$ cat config.mk
export PLATFORM = sky130hd
export DESIGN_NAME = bus_mon_tracer
export DESIGN_NICKNAME = d
export VERILOG_FILES = /design/src/rtl/bus_mon_tracer_pkg.sv /design/src/rtl/bus_mon_fifo.sv /design/src/rtl/bus_mon_tracer.sv
export SDC_FILE = /design/constraint.sdc
export NUM_CORES = 1
export LEC_CHECK = 0
export BUFFER_PORTS_ARGS = -buffer_cell sky130_fd_sc_hd__buf_2
export CAP_MARGIN = 15
export CORE_UTILIZATION = 44
export CTS_CLUSTER_SIZE = 24
export DETAILED_ROUTE_END_ITERATION = 10
export GPL_TIMING_DRIVEN = 0
export PLACE_DENSITY = 0.68
export SLEW_MARGIN = 20
export SYNTH_ARGS = -nofsm -noshare
export SYNTH_HDL_FRONTEND = slang
export SYNTH_SLANG_ARGS = --single-unit
$ cat constraint.sdc
create_clock -name clk -period 7.95 [get_ports clk]
set_input_delay 0 -clock clk [delete_from_list [all_inputs] [get_ports clk]]
set_output_delay 0 -clock clk [all_outputs]
set_load 0.005 [all_outputs]
$ cat src/rtl/bus_mon_tracer_pkg.sv
// Shared types for the bus monitor tracer: record layout, access kinds,
// serializer states and the record-to-byte mapping.
package bus_mon_tracer_pkg;

  localparam int unsigned RECORD_BYTES = 5;

  typedef enum logic [1:0] {
    KIND_DRAM_RD = 2'b00,
    KIND_DRAM_WR = 2'b01,
    KIND_NR_RD   = 2'b10,
    KIND_NR_WR   = 2'b11
  } kind_e;

  typedef enum logic {
    SER_IDLE,
    SER_SEND
  } ser_state_e;

  typedef struct packed {
    kind_e       kind;
    logic        bank;
    logic        ovf;
    logic [10:0] row;
    logic [10:0] col;
    logic [1:0]  lane;
    logic [7:0]  data;
  } trace_rec_t;

  function automatic logic [7:0] rec_byte(input trace_rec_t r, input logic [2:0] idx);
    logic [7:0] b;
    case (idx)
      3'd0:    b = {r.kind, r.bank, r.ovf, 1'b1, r.row[10:8]};
      3'd1:    b = r.row[7:0];
      3'd2:    b = r.col[7:0];
      3'd3:    b = {r.col[10:8], r.lane, 3'b000};
      3'd4:    b = r.data;
      default: b = '0;
    endcase
    return b;
  endfunction

endpackage

$ cat src/rtl/bus_mon_fifo.sv
// Single-clock FIFO, show-ahead read, full/empty from the pointer MSBs.
// A write while full succeeds when a read happens in the same cycle.
module bus_mon_fifo #(
  parameter int unsigned WIDTH = 36,
  parameter int unsigned DEPTH = 16
) (
  input  logic             clk,
  input  logic             n_rst,
  input  logic             i_wr_en,
  input  logic [WIDTH-1:0] i_wr_data,
  input  logic             i_rd_en,
  output logic [WIDTH-1:0] o_rd_data,
  output logic             o_full,
  output logic             o_empty
);

  localparam int unsigned AW = $clog2(DEPTH);

  logic [WIDTH-1:0] r_mem [DEPTH];
  logic [AW:0]      r_wr_ptr;
  logic [AW:0]      r_rd_ptr;
  logic             w_wr;
  logic             w_rd;

  assign o_empty   = (r_wr_ptr == r_rd_ptr);
  assign o_full    = (r_wr_ptr[AW] != r_rd_ptr[AW]) &&
                     (r_wr_ptr[AW-1:0] == r_rd_ptr[AW-1:0]);
  assign w_rd      = i_rd_en & ~o_empty;
  assign w_wr      = i_wr_en & (~o_full | w_rd);
  assign o_rd_data = r_mem[r_rd_ptr[AW-1:0]];

  always_ff @(posedge clk or negedge n_rst) begin
    if (!n_rst) begin
      r_wr_ptr <= '0;
      r_rd_ptr <= '0;
    end else begin
      if (w_wr) r_wr_ptr <= r_wr_ptr + 1'b1;
      if (w_rd) r_rd_ptr <= r_rd_ptr + 1'b1;
    end
  end

  always_ff @(posedge clk) begin
    if (w_wr) r_mem[r_wr_ptr[AW-1:0]] <= i_wr_data;
  end

endmodule

$ cat src/rtl/bus_mon_tracer.sv
// Turns bus monitor strobes into 5-byte trace records streamed over valid/ready.
// Optional row filter: define BUS_MON_TRACER_FILTER_EN.
module bus_mon_tracer
  import bus_mon_tracer_pkg::*;
#(
  parameter int unsigned ADDR_W     = 11,
  parameter int unsigned DATA_W     = 8,
  parameter int unsigned FIFO_DEPTH = 16
) (
  input  logic              clk,
  input  logic              n_rst,
  input  logic              trace_en,
  input  logic              bus_mon_n_ras_a,
  input  logic              bus_mon_n_ras_b,
  input  logic              bus_mon_n_cas_0,
  input  logic              bus_mon_n_cas_1,
  input  logic              bus_mon_n_nren,
  input  logic              bus_mon_n_we,
  input  logic              bus_mon_data_out_en,
  input  logic [ADDR_W-1:0] bus_mon_addr,
  input  logic [DATA_W-1:0] bus_mon_data_out,
  input  logic [ADDR_W-1:0] filter_match,
  input  logic [ADDR_W-1:0] filter_mask,
  output logic [7:0]        out_data,
  output logic              out_valid,
  input  logic              out_ready,
  output logic              overflow
);

  logic              r_s_n_ras_a, r_s_n_ras_b, r_s_n_cas_0, r_s_n_cas_1, r_s_n_nren;
  logic              r_s_n_we, r_s_data_out_en;
  logic [ADDR_W-1:0] r_s_addr;
  logic [DATA_W-1:0] r_s_data;
  logic              r_p_row_act, r_p_n_cas_0, r_p_n_cas_1;
  logic [ADDR_W-1:0] r_row;
  logic              r_bank, r_kind_nr;
  trace_rec_t        r_rec, r_cur, w_evt_rec, w_wr_rec, w_rd_rec;
  logic              r_rec_valid, r_overflow;
  ser_state_e        r_state, w_state_nxt;
  logic [2:0]        r_idx, w_idx_nxt;
  logic              w_row_act, w_row_fall, w_cas_fall, w_col_evt, w_pass;
  logic              w_commit_try, w_push, w_drop, w_pop, w_full, w_empty;

  // Strobes reset to their inactive level so leaving reset creates no edges.
  always_ff @(posedge clk or negedge n_rst) begin
    if (!n_rst) begin
      {r_s_n_ras_a, r_s_n_ras_b, r_s_n_cas_0, r_s_n_cas_1, r_s_n_nren} <= '1;
      {r_p_n_cas_0, r_p_n_cas_1} <= '1;
      r_s_n_we        <= 1'b1;
      r_s_data_out_en <= 1'b0;
      r_s_addr        <= '0;
      r_s_data        <= '0;
      r_p_row_act     <= 1'b0;
    end else begin
      r_s_n_ras_a     <= bus_mon_n_ras_a;
      r_s_n_ras_b     <= bus_mon_n_ras_b;
      r_s_n_cas_0     <= bus_mon_n_cas_0;
      r_s_n_cas_1     <= bus_mon_n_cas_1;
      r_s_n_nren      <= bus_mon_n_nren;
      r_s_n_we        <= bus_mon_n_we;
      r_s_data_out_en <= bus_mon_data_out_en;
      r_s_addr        <= bus_mon_addr;
      r_s_data        <= bus_mon_data_out;
      r_p_row_act     <= w_row_act;
      r_p_n_cas_0     <= r_s_n_cas_0;
      r_p_n_cas_1     <= r_s_n_cas_1;
    end
  end

  assign w_row_act  = ~r_s_n_ras_a | ~r_s_n_ras_b | ~r_s_n_nren;
  assign w_row_fall = w_row_act & ~r_p_row_act;
  assign w_cas_fall = (r_p_n_cas_0 & ~r_s_n_cas_0) | (r_p_n_cas_1 & ~r_s_n_cas_1);
  assign w_col_evt  = w_cas_fall & w_row_act;

`ifdef BUS_MON_TRACER_FILTER_EN
  assign w_pass = ((r_row & filter_mask) == (filter_match & filter_mask));
`else
  logic w_unused_filter;
  assign w_unused_filter = ^{filter_match, filter_mask};
  assign w_pass          = 1'b1;
`endif

  always_comb begin
    w_evt_rec      = '0;
    w_evt_rec.kind = kind_e'({r_kind_nr, ~r_s_n_we});
    w_evt_rec.bank = r_bank;
    w_evt_rec.row  = r_row;
    w_evt_rec.col  = r_s_addr;
    w_evt_rec.lane = {~r_s_n_cas_1, ~r_s_n_cas_0};
    w_evt_rec.data = (r_s_data_out_en & ~r_s_n_we) ? r_s_data : '0;
  end

  always_ff @(posedge clk or negedge n_rst) begin
    if (!n_rst) begin
      r_row       <= '0;
      r_bank      <= 1'b0;
      r_kind_nr   <= 1'b0;
      r_rec_valid <= 1'b0;
      r_rec       <= '0;
    end else begin
      if (w_row_fall) begin
        r_row     <= r_s_addr;
        r_bank    <= ~r_s_n_ras_b;
        r_kind_nr <= ~r_s_n_nren;
      end
      r_rec_valid <= w_col_evt & w_pass;
      r_rec       <= w_evt_rec;
    end
  end

  // A pop in the commit cycle frees the slot the commit needs.
  assign w_commit_try = r_rec_valid & trace_en;
  assign w_push       = w_commit_try & (~w_full | w_pop);
  assign w_drop       = w_commit_try & w_full & ~w_pop;

  always_comb begin
    w_wr_rec     = r_rec;
    w_wr_rec.ovf = r_overflow;
  end

  always_ff @(posedge clk or negedge n_rst) begin
    if (!n_rst)      r_overflow <= 1'b0;
    else if (w_push) r_overflow <= 1'b0;
    else if (w_drop) r_overflow <= 1'b1;
  end

  bus_mon_fifo #(
    .WIDTH($bits(trace_rec_t)),
    .DEPTH(FIFO_DEPTH)
  ) u_fifo (
    .clk      (clk),
    .n_rst    (n_rst),
    .i_wr_en  (w_push),
    .i_wr_data(w_wr_rec),
    .i_rd_en  (w_pop),
    .o_rd_data(w_rd_rec),
    .o_full   (w_full),
    .o_empty  (w_empty)
  );

  always_comb begin
    w_state_nxt = r_state;
    w_idx_nxt   = r_idx;
    w_pop       = 1'b0;
    case (r_state)
      SER_IDLE: begin
        if (!w_empty) begin
          w_pop       = 1'b1;
          w_idx_nxt   = '0;
          w_state_nxt = SER_SEND;
        end
      end
      SER_SEND: begin
        if (out_ready) begin
          if (r_idx == 3'(RECORD_BYTES - 1)) begin
            w_idx_nxt = '0;
            if (!w_empty) w_pop       = 1'b1;
            else          w_state_nxt = SER_IDLE;
          end else begin
            w_idx_nxt = r_idx + 3'd1;
          end
        end
      end
      default: w_state_nxt = SER_IDLE;
    endcase
  end

  always_ff @(posedge clk or negedge n_rst) begin
    if (!n_rst) begin
      r_state <= SER_IDLE;
      r_idx   <= '0;
      r_cur   <= '0;
    end else begin
      r_state <= w_state_nxt;
      r_idx   <= w_idx_nxt;
      if (w_pop) r_cur <= w_rd_rec;
    end
  end

  assign out_valid = (r_state == SER_SEND);
  assign out_data  = out_valid ? rec_byte(r_cur, r_idx) : '0;
  assign overflow  = r_overflow;

endmodule

==> impl_metrics.csv <==
group,metric,value,unit
clock_network,postCtsSetupRepairBufs,0,
critical_path,reg2reg_slack,4.27,ns
floorplanning,fp-row-count,89,
yosys,syn_inst,1207,
grt,antenna_found_initial,1,
clock_network,htreeDepth,3,
timing,finalSetupTns,0,ns
place,gp_congestion,0.820,
critical_path,cp_max_fo,10,
timing,relSlewSlack,28.1,%
finish,stdcell_count,2224,
route,drt_wl_total,59.5,mm
timing,fin_crit,3.68,ns
clock_network,cts_num_sinks,705,
timing,hold_ws,0.0417,ns
place,place_inst,2062,
critical_path,r2r_start,"u_fifo.r_wr_ptr[2]$_DFFE_PN0P_",
critical_path,cp.arrival,3.97,ns
clock_network,root_buffer,"clkbuf_16",
power,p_leak,10.4,nW
floorplanning,io_pins,62,
floorplanning,design.core.area,59000,µm²
floorplanning,start_util,44.6,%
yosys,synthDistinctLibCells,38,
power,p_clk_share,31.4,%
critical_path,start_kind,"flip-flop",
timing,skew,0.0223,ns
power,ir_worst_vdd,0.000195,V
clock_network,clockBufferDepth,3,
timing,finalMaxSlewViolations,0,
timing,hold_viol,0,
place,hpwl,36.7,mm
timing,setup_viol,0,
finish,antenna_cells,0,
finish,drive_above_1_share,29.0,%
finish,area_growth,16.4,%
yosys,ys_seq_area_share,78.0,%
yosys,avgSynthCellArea,21.8,µm²
timing,rsz0062_at_grt,"no",
grt,grt_pass1_wl,87.6,mm
floorplanning,die_w,247,µm
job,cap_violations,0,
clock_network,worstSkewPairLatency,0.60,ns
critical_path,r2r_end,"u_fifo.r_mem[1][21]$_DFFE_PP_",
timing,worst_pin_slew,1.07,ns
yosys,synth.cell_area,26300,µm²
floorplanning,dieArea,60800,µm²
yosys,ys_warn_count,0,
grt,grt.total_usage,20.2,%
yosys,synth_top_flop_cell,"edfxtp_1",
yosys,synth_seq_cells,705,
yosys,syn_nets,1269,
clock_network,cts_tree,"yes",
place,numPortBuffers,39,
route,wire_per_inst,26.8,µm
route,ant_nets,0,
route,drtPass1Iterations,6,
route,num_vias,12800,
min_path,min-delay-start,"bus_mon_addr[3]",
power,netSwitchingPower,3.03,mW
min_path,hold-path-endpoint,"r_s_addr[3]$_DFF_PN0_",
critical_path,reg2reg_depth,10,
route,vias_per_cell,5.74,
power,sequentialPowerShare,43.5,%
route,drtIter0Drc,1551,
critical_path,end_kind,"flip-flop",
critical_path,crit_type,"flip-flop to flip-flop",
yosys,synth-edff-count,576,
route,drc,0,
min_path,hp-class,"input pin to flip-flop",
grt,grt_start_max_net_pins,83,
status,status,"finished clean",
power,pwr-share-comb,25.1,%
power,finalPower,10.5,mW
timing,fin_crit_sh,46.3,%
grt,grt-ovfl-total,0,
grt,grt_pass1_vias,13100,
finish,post-route-util,51.9,%
clock_network,path_clk_slew,0.06,ns
timing,fmax,271,MHz
clock_network,numCtsBuffers,71,
power,p_per_area,343,nW/µm²
finish,final_nets,1455,
yosys,async_flop_share,18.3,%
floorplanning,dieHeight,247,µm
power,internal_power,7.47,mW
critical_path,worstPathRequired,8.24,ns
min_path,holdPathStages,2,
power,swShare,28.9,%
-- stage by stage --
stage	area, µm²	setup WS (ns)
after floorplan	26300	2.44
after global placement	27500	-2.03
after detailed placement	28000	4.35
after CTS	30600	4.30
after global routing	30600	4.04
final	30600	4.27
-- critical path, stage by stage (launching register included) --
cell     delay, ns
dfrtp_1       0.33
buf_1         0.37
xnor2_1       0.12
nand4_1       0.17
buf_2         0.25
o21ai_0       0.34
nor4b_2       0.81
buf_4         0.31
buf_4         0.19
buf_2         0.22
buf_2         0.26
-- power by group through the flow --
stage	sequential, mW	combinational [mW]	clock, mW
final	4.57	2.64	3.30
after global routing	4.60	2.81	3.49
after CTS	4.57	2.66	3.35
after detailed placement	4.64	2.63	0
after global placement	4.63	2.53	0
after floorplan	4.55	1.78	0
-- worst max path at each step --
stage                                        start                            end
floorplan                     r_idx[0]$_DFFE_PN0P_   u_fifo.r_mem[0][0]$_DFFE_PP_
finish              u_fifo.r_wr_ptr[2]$_DFFE_PN0P_  u_fifo.r_mem[1][21]$_DFFE_PP_
global placement    u_fifo.r_wr_ptr[3]$_DFFE_PN0P_  u_fifo.r_mem[3][15]$_DFFE_PP_
detailed placement            r_idx[0]$_DFFE_PN0P_  u_fifo.r_mem[1][22]$_DFFE_PP_
global route        u_fifo.r_wr_ptr[2]$_DFFE_PN0P_  u_fifo.r_mem[1][21]$_DFFE_PP_
CTS                 u_fifo.r_wr_ptr[2]$_DFFE_PN0P_  u_fifo.r_mem[1][17]$_DFFE_PP_
-- metal layers --
layer / global-route usage, % / vias up / wire [µm]
met3: 4.69 / 84 / 4820
met5: 0 / - / 0
li1: - / 5349 / -
met2: 31.6 / 532 / 28600
met4: 4.70 / 0 / 1100
met1: 29.0 / 6795 / 25000
-- area by class of cell --
cell class,instances,area (µm²)
buffer,67,347
clock buffer,109,2090
clock inverter,22,223
fill,4567,28400
inverter,9,36.3
multi-input combinational,426,5470
sequential,705,20500
tap,773,967
timing repair buffer,113,958
-- cells in the final DEF, fill, tap and decap left out, types with 12 or more instances in the layout --
| cell | count |
|---|---|
| edfxtp_1 | 576 |
| buf_4 | 16 |
| buf_1 | 14 |
| dlygate4sd3_1 | 30 |
| a22oi_1 | 88 |
| clkbuf_1 | 58 |
| buf_2 | 67 |
| mux2_2 | 49 |
| xnor2_1 | 12 |
| clkbuf_16 | 76 |
| dfrtp_1 | 121 |
| mux4_2 | 144 |
| nand2_1 | 45 |
-- cell usage after synthesis, drive strengths merged, types with 2 or more instances --
master | n | area share [%]
nand2 | 45 | 0.64
a31oi | 7 | 0.17
nand2b | 4 | 0.095
o21ai | 5 | 0.095
ha | 10 | 0.48
mux2 | 49 | 2.1
and4 | 3 | 0.10
edfxtp | 576 | 66
nor2 | 3 | 0.043
inv | 9 | 0.13
mux4 | 144 | 12
a21oi | 3 | 0.057
dfrtp | 121 | 12
buf | 36 | 0.87
nor2b | 6 | 0.14
and2 | 11 | 0.26
o211ai | 6 | 0.17
clkbuf | 31 | 0.44
a22oi | 88 | 2.5
xnor2 | 12 | 0.40
and4b | 8 | 0.30
o41ai | 2 | 0.067
o21a | 2 | 0.057
nor4b | 4 | 0.13
and3 | 4 | 0.095
nand3 | 3 | 0.057
dfstp | 8 | 0.80
-- repair_timing --
action / in CTS / in global routing
hold buffers: 31 / 0
resized for setup: 0 / 0
hold endpoints to repair: 159 / 0
-- state kept, by name, indices dropped and copies added, names as in the netlist, 3 cells and up --
register	flops
u_fifo.r_wr_ptr	5
r_rec	35
u_fifo.r_mem	576
r_s_addr	11
r_row	11
r_idx	3
u_fifo.r_rd_ptr	5
r_cur	36
r_s_data	8
-- cells by family (layout without fill, tap and decap cells) --
| logic type | count (synthesis) | after routing | share of synthesized area (%) |
|---|---|---|---|
| flops | 705 | 705 | 78.0 |
| mux | 194 | 194 | 14.5 |
| buf+inv | 76 | 320 | 1.45 |
| fa+ha+maj | 10 | 10 | 0.476 |
| simple gates | 92 | 92 | 1.90 |
| compound gates | 117 | 117 | 3.25 |
| xor+xnor | 13 | 13 | 0.433 |
No activity file was read; power rests on OpenSTA's default activity.
